File: src/rtl/uart_arb_pkg.sv
// Shared types and helpers for the UART transmit arbiter.
//   arb_state_e    : arbiter lock state (idle / locked to one requester)
//   BYTE_W         : width of one UART byte
//   MAX_REQ        : largest supported requester count
//   onehot_to_idx  : binary index of the set bit in a one-hot vector (up to MAX_REQ bits)
package uart_arb_pkg;

  typedef enum logic {
    ARB_IDLE   = 1'b0,
    ARB_LOCKED = 1'b1
  } arb_state_e;

  localparam int BYTE_W  = 8;
  localparam int MAX_REQ = 8;

  // An all-zero input maps to index 0; callers only use this on a valid grant.
  function automatic logic [2:0] onehot_to_idx(input logic [MAX_REQ-1:0] onehot);
    logic [2:0] idx;
    idx = '0;
    for (int i = 0; i < MAX_REQ; i++) begin
      if (onehot[i]) idx = 3'(i);
    end
    return idx;
  endfunction

endpackage

File: src/rtl/rr_pick.sv
// Combinational round-robin picker, reusable by any SoC arbiter.
//   req        in  N_REQ          request vector
//   last_owner in  $clog2(N_REQ)  index of the previous winner
//   win_onehot out N_REQ          one-hot winner (all zero when no request)
//   win_idx    out $clog2(N_REQ)  binary index of the winner (0 when no request)
// The scan starts at last_owner+1 and wraps, so the previous winner has the
// lowest priority.
module rr_pick #(
  parameter int N_REQ = 2
) (
  input  logic [N_REQ-1:0]         req,
  input  logic [$clog2(N_REQ)-1:0] last_owner,
  output logic [N_REQ-1:0]         win_onehot,
  output logic [$clog2(N_REQ)-1:0] win_idx
);

  localparam int IDX_W = $clog2(N_REQ);

  int               cand;
  logic             found;
  logic [IDX_W-1:0] cand_idx;

  // Walk every requester once, starting just after the previous winner.
  always_comb begin
    win_onehot = '0;
    win_idx    = '0;
    found      = 1'b0;
    cand       = 0;
    cand_idx   = '0;
    for (int k = 1; k <= N_REQ; k++) begin
      cand     = (int'(last_owner) + k) % N_REQ;
      cand_idx = IDX_W'(cand);
      if (!found && req[cand_idx]) begin
        found                = 1'b1;
        win_onehot[cand_idx] = 1'b1;
        win_idx              = cand_idx;
      end
    end
  end

endmodule

File: src/rtl/uart_tx_arbiter.sv
// Shares one UART transmitter between N_REQ byte-stream requesters.
//   i_clk, i_reset_n   clock, asynchronous active-low reset
//   i_req_valid/data/last  per-requester byte stream (requester k data on [8k+7:8k])
//   o_req_ready        per-requester accept strobe (combinational)
//   o_tx_valid/o_tx_data, i_tx_ready  one-entry output register toward the UART
//   o_grant            one-hot current lock owner, zero when idle
//   o_busy             lock held or output register full
//   o_timeout          one-cycle pulse when a lock is dropped for inactivity
// Ownership is per message: the winner keeps the lock until it delivers a
// byte flagged last, or stays silent for TIMEOUT cycles (TIMEOUT=0 disables).
module uart_tx_arbiter
  import uart_arb_pkg::*;
#(
  parameter int N_REQ   = 2,
  parameter int TIMEOUT = 1024
) (
  input  logic                    i_clk,
  input  logic                    i_reset_n,
  input  logic [N_REQ-1:0]        i_req_valid,
  input  logic [N_REQ*BYTE_W-1:0] i_req_data,
  input  logic [N_REQ-1:0]        i_req_last,
  output logic [N_REQ-1:0]        o_req_ready,
  output logic                    o_tx_valid,
  output logic [BYTE_W-1:0]       o_tx_data,
  input  logic                    i_tx_ready,
  output logic [N_REQ-1:0]        o_grant,
  output logic                    o_busy,
  output logic                    o_timeout
);

  localparam int IDX_W = $clog2(N_REQ);
  // With the timeout disabled the counter is kept as a harmless 1-bit stub.
  localparam int CNT_W = (TIMEOUT > 0) ? $clog2(TIMEOUT + 1) : 1;
  localparam logic [CNT_W-1:0] CNT_LAST = CNT_W'((TIMEOUT > 0) ? TIMEOUT - 1 : 0);
  localparam logic [CNT_W-1:0] CNT_MAX  = '1;
  localparam bit TIMEOUT_EN = (TIMEOUT != 0);

  arb_state_e        state;
  logic [N_REQ-1:0]  grant;
  logic [IDX_W-1:0]  owner_idx;
  logic [IDX_W-1:0]  last_owner;
  logic [CNT_W-1:0]  idle_cnt;
  logic              tx_valid;
  logic [BYTE_W-1:0] tx_data;
  logic              timeout_pulse;

  logic [N_REQ-1:0]  pick_onehot;
  logic [IDX_W-1:0]  pick_idx;
  logic [IDX_W-1:0]  released_idx;
  logic              owner_valid;
  logic              owner_last;
  logic [BYTE_W-1:0] owner_data;
  logic              tx_free;
  logic              accept;

  rr_pick #(
    .N_REQ (N_REQ)
  ) u_pick (
    .req        (i_req_valid),
    .last_owner (last_owner),
    .win_onehot (pick_onehot),
    .win_idx    (pick_idx)
  );

  assign owner_valid  = i_req_valid[owner_idx];
  assign owner_last   = i_req_last[owner_idx];
  assign owner_data   = BYTE_W'(i_req_data >> {owner_idx, 3'b000});
  assign released_idx = IDX_W'(onehot_to_idx(MAX_REQ'(grant)));

  // The output register can take a new byte when empty or draining this cycle.
  assign tx_free = !tx_valid || i_tx_ready;
  assign accept  = (state == ARB_LOCKED) && owner_valid && tx_free;

  // grant is zero outside LOCKED, so only the owner can ever see ready.
  assign o_req_ready = accept ? grant : '0;
  assign o_tx_valid  = tx_valid;
  assign o_tx_data   = tx_data;
  assign o_grant     = grant;
  assign o_timeout   = timeout_pulse;
  assign o_busy      = (state == ARB_LOCKED) || tx_valid;

  // Lock FSM, idle counter and output register. Release (by last or timeout)
  // and a simultaneous output drain proceed independently.
  always_ff @(posedge i_clk or negedge i_reset_n) begin
    if (!i_reset_n) begin
      state         <= ARB_IDLE;
      grant         <= '0;
      owner_idx     <= '0;
      last_owner    <= IDX_W'(N_REQ - 1);
      idle_cnt      <= '0;
      timeout_pulse <= 1'b0;
      tx_valid      <= 1'b0;
      tx_data       <= '0;
    end else begin
      timeout_pulse <= 1'b0;

      if (accept) begin
        tx_valid <= 1'b1;
        tx_data  <= owner_data;
      end else if (i_tx_ready) begin
        tx_valid <= 1'b0;
      end

      case (state)
        ARB_IDLE: begin
          if (|i_req_valid) begin
            state     <= ARB_LOCKED;
            grant     <= pick_onehot;
            owner_idx <= pick_idx;
            idle_cnt  <= '0;
          end
        end
        ARB_LOCKED: begin
          // A byte arriving on the threshold cycle takes precedence over timeout.
          if (accept && owner_last) begin
            state      <= ARB_IDLE;
            grant      <= '0;
            last_owner <= released_idx;
          end else if (owner_valid) begin
            idle_cnt <= '0;
          end else if (TIMEOUT_EN && (idle_cnt == CNT_LAST)) begin
            state         <= ARB_IDLE;
            grant         <= '0;
            last_owner    <= released_idx;
            timeout_pulse <= 1'b1;
          end else if (idle_cnt != CNT_MAX) begin
            idle_cnt <= idle_cnt + 1'b1;
          end
        end
        default: state <= ARB_IDLE;
      endcase
    end
  end

endmodule

File: config.mk
export PLATFORM = sky130hd
export DESIGN_NAME = uart_tx_arbiter
export DESIGN_NICKNAME = d
export VERILOG_FILES = /design/src/rtl/uart_arb_pkg.sv /design/src/rtl/rr_pick.sv /design/src/rtl/uart_tx_arbiter.sv
export SDC_FILE = /design/constraint.sdc
export NUM_CORES = 1
export LEC_CHECK = 0
export BUFFER_PORTS_ARGS = -buffer_cell sky130_fd_sc_hd__buf_2
export CORE_UTILIZATION = 50
export CTS_CLUSTER_SIZE = 14
export DETAILED_ROUTE_END_ITERATION = 12
export PLACE_DENSITY = 0.76
export SYNTH_ARGS = -nofsm -noshare
export SYNTH_HDL_FRONTEND = slang
export SYNTH_SLANG_ARGS = --single-unit
export TNS_END_PERCENT = 10
File: constraint.sdc
create_clock -name i_clk -period 2.2 [get_ports i_clk]
set_clock_uncertainty 0.2 [all_clocks]
set_input_delay 0.33 -clock i_clk [delete_from_list [all_inputs] [get_ports i_clk]]
set_output_delay 0.33 -clock i_clk [all_outputs]
set_load 0.01 [all_outputs]
======== Word level (Yosys, flattened, before mapping) ========
Cells that the tools add are included.
storage, ports and cells
  register bits ........................... 26
  input port bits ......................... 23
  output and inout bits ................... 15
  logic and storage cells ................. 89
cells by class
  add/subtract/negate cells ............... 3
  order comparisons ....................... 5
  equal/unequal tests ..................... 9
  shift-type cells ........................ 1
  muxes and demuxes ....................... 44
  bitwise operators ....................... 2
  reductions and logical operators ........ 17
operator list
  cell                   number
  $mux 11                5
  $mux 1                 27
  $pmux 11 s2            1
  $shr 16x4->8           1
  $mux 2                 7
  $add 11x1->11 const B  1
  $eq 11x10->1 const B   1
  $ne 11x11->1 const B   1
  $logic_and 1x1->1      6
  $lt 1x2->1 const B     3
  $ne 3x1->1 const B     2
  $reduce_and 3->1       2
  $ne 2x2->1 const B     2
  $pmux 2 s2             1
  $reduce_and 4->1       1
  $reduce_bool 2->1      2
  $ne 3x2->1 const B     1
  $ne 3x3->1 const B     1
  $add 1x1->1 const B    2
  $demux 1 s1            2
  $ge 1x1->1 const B     2
  $logic_not 1->1        2
  $logic_or 1x1->1       2
  $ne 2x1->1 const B     1
  other kinds (5)        5

======== Longest topological paths before layout ========
  word-level depth ........................ 10
  depth in mapped cells ................... 6
  depth with buffers taken out ............ 5

======== Hierarchy ========
A second synthesis with hierarchy kept.
second synthesis, totals
  cells, all modules ...................... 136
  area total of the unflattened synthesis .. 1,438.9 µm²
by module, submodules not included
  module           instances  cells an instance  area an instance (µm²)  sequential area each (µm²)
  uart_tx_arbiter  1          132                1,412.6                 651.9
  rr_pick          1          4                  26.3                    0.0

======== Least setup slack after synthesis ========
Ideal clock, no wire load.
  path type ............................... register -> register
  start ................................... register idle_cnt[0]
  end ..................................... register last_owner
  setup time .............................. 85 ps
  arrival time ............................ 1,707 ps
  data required time ...................... 1,915 ps
  path slack .............................. 208 ps
  cell stages (with the launch flop) ...... 6
  buffers on the path ..................... 0
  clock period less this slack ............ 1,992 ps
  cells stage by stage .................... dfrtp_1 > ha_1 > nand3_2 > or3_4 > o31ai_4 > mux2_1
on the way
  cells in the longest elaborated chain, start to end .. 3
ends and longest elaborated chain
  element                             RTL line                RTL
  start, declared                     uart_tx_arbiter.sv:42   logic [CNT_W-1:0] idle_cnt;
  start signal, assigned              uart_tx_arbiter.sv:127  idle_cnt <= idle_cnt + 1'b1;
  $eq 11x10->1                        uart_tx_arbiter.sv:121  end else if (TIMEOUT_EN && (idle_cnt == CNT_LAST)) begin
  $reduce_bool 2->1 (no source line)  n/a
  $reduce_and 3->1 (no source line)   n/a
  end signal, assigned                uart_tx_arbiter.sv:89   last_owner <= IDX_W'(N_REQ - 1);
  end signal, assigned                uart_tx_arbiter.sv:118  last_owner <= released_idx;
  end signal, assigned                uart_tx_arbiter.sv:124  last_owner <= released_idx;
  end, declared                       uart_tx_arbiter.sv:41   logic [IDX_W-1:0] last_owner;
Every way passes these cells.
A chain may end at the register's enable or synchronous reset.

======== Worst setup path in the final report ========
Ends and elaborated chain as after synthesis.

==> impl_metrics.toml <==
[run_status]
status = "finished, final reports clean"

[yosys]
syn_area_um2 = 1400
synth-seq-cells = 26
netlist-cell-type-count = 43
yosysSeqAreaShare_pct = 46.5
synth_ff_type = "dfrtp_1"
syn_inst = 142
yosys.area.top_type = "dfrtp_1"
synth_area_leaders = "dfrtp_1 45%, mux2i_1 6.4%, o21ai_0 4.3%"
synthesis.nets = 166
postSynthAreaPerCell_um2 = 9.88
synth_top_area_share_pct = 44.6
synth_edf_count = 0
yosysWarningCount = 0
synthArstFlopShare_pct = 100

[global_route]
grt_pass1_vias = 1068
grt_max_degree = 27
overflow = 0
grt_pass1_wl_mm = 4.70
grt_use_total_pct = 22.2
grt_antenna_before_repair = 0

[worst_setup_path]
cp_max_fo = 6
end_kind = "register"
required_ns = 2.27
reg2regPathDepth = 5
startpoint_type = "register"
critical_path_class = "register to register"
arrival_ns = 2.18

[routing]
wl_per_cell_um = 14.5
dr_total_vias = 1255
drtIter0Drc = 31
firstDrtPassIters = 4
avgViaCountPerCell = 5.89
drc = 0
wl_mm = 3.08
drtAntennaViolNets = 0

[timing]
fin_crit_sh_pct = 96.1
drv_slew = 0
grt_setup_unrepaired = "false"
finalSetupTns_ns = 0
worstMarginPinSlew_ns = 0.765
fin_crit_ns = 2.11
hold_viol_final = 0
setup_viol = 0
fmax_ghz = 0.473
max-slew-margin-rel_pct = 48.5

[layout]
diodes = 0
final_common_cell = "buf_2"
layout_common_cells = "37 x buf_2, 25 x dfrtp_1, 15 x nand2_1, 12 x o21ai_0, 10 x nor2_1"
layout-drive-gt1-share_pct = 31.7
fin_nets = 208
fin_util_pct = 65.4
syn2layout_area_growth_pct = 19.8

[clock_tree]
insertion_delay_ns = 0.32
cts_tree = "yes"
h-tree-depth = 1
cts_buffers = 3
post-cts-setup-buffers = 0
clk_pin_slew_ns = 0.14
clockRootBuffer = "clkbuf_4"
cts_buffer_depth = 2
cts.sinks = 26

[place]
portBuffers = 37
gp_congestion = 0.900
place_hpwl_mm = 2.26

[die]
die_w_um = 55.0
die_height_um = 55.0
row_count = 18
initial_core_util_pct = 54.6
coreArea_um2 = 2570
die_area_um2 = 3020
io_pins = 38

[min_path]
min_path_cells = 3
hp-class = "input port to register"

[power]
p_leak_uw = 0.000825
vdd_ir_drop_max_mv = 0.881
powerDensity_nw_per_um2 = 1030

[run]
cap_violations = 0
synthesized netlist by cell type, types with 2 or more instances:
| cell | count |
|---|---|
| a211o_1 | 3 |
| a21oi_1 | 6 |
| a22o_1 | 3 |
| buf_2 | 4 |
| buf_4 | 2 |
| dfrtp_1 | 25 |
| inv_1 | 7 |
| mux2_2 | 2 |
| mux2i_1 | 9 |
| nand2_1 | 15 |
| nand3_1 | 4 |
| nand4_1 | 4 |
| nor2_1 | 10 |
| nor3_1 | 4 |
| nor4_1 | 2 |
| o211a_1 | 2 |
| o211ai_1 | 2 |
| o21ai_0 | 12 |
| o311a_1 | 2 |
cells by family after synthesis:
family	synth area share, %
buf+inv	4.64
flops	46.5
fa+ha+maj	0.892
compound gates	22.6
simple gates	16.6
mux	8.83
worst max-delay path, cell delays in order, from the launching register on:
cell	delay (ns)
dfrtp_1	0.44
ha_2	0.26
nand3_2	0.14
or3_4	0.46
o31ai_4	0.22
mux2_1	0.34
flip-flops by register name, summed over array words and instances (netlist names):
register,count
o_grant,2
o_tx_valid,1
o_tx_data,8
idle_cnt,11
state,1
last_owner,1
o_timeout,1
owner_idx,1
worst paths after layout:
path | start | end | slack [ns]
max in group asynchronous | i_reset_n | idle_cnt[7] | 1.12
min in group asynchronous | i_reset_n | o_tx_data[5] | 0.31
worst max register to register | idle_cnt[0] | last_owner | 0.09
worst min register to register | o_tx_data[0] | o_tx_data[0] | 0.30
worst min-delay path | i_req_data[10] | o_tx_data[2] | 0.1
worst max-delay path | idle_cnt[0] | last_owner | 0.09
per-layer routing:
metal	vias up	track usage [%]	routed length (µm)
li1	609	-	-
met1	583	26.8	1320
met2	57	40.8	1510
met3	6	2.46	209
met4	0	7.08	38
met5	-	0	0
cell type report:
class,count,area [µm²]
well taps,30,37.5
clock buffers,4,36.3
multi-input cells,102,688
repair buffers,44,240
flip-flops and latches,26,652
fillers,220,887
inverters,7,26.3
what timing repair did:
action | 4_1_cts | 5_1_grt
resized for setup | 0 | 1
endpoints found under the setup margin | 0 | 1
hold buffers | 1 | 0
hold endpoints to repair | 25 | 0
where the power goes:
part           total (µW)  internal, µW  switching [µW]  leakage (µW)
logic                 762           337             424      0.000471
clock network         244           101             143     0.0000210
registers             730           618             113      0.000333
metrics by stage:
stage,area (µm²),hold WS [ns],instances,setup WS [ns],power (µW)
2_1_floorplan,1400,-0.166,142,0.208,1230
6_report,1680,0.0964,213,0.0853,1740
3_3_place_gp,1630,0.146,208,0.148,1460
4_1_cts,1680,0.0972,213,0.0582,1750
5_1_grt,1680,0.127,213,0.0159,1880
3_5_place_dp,1630,0.163,208,0.0747,1510
(Power assumes the default switching activity.)
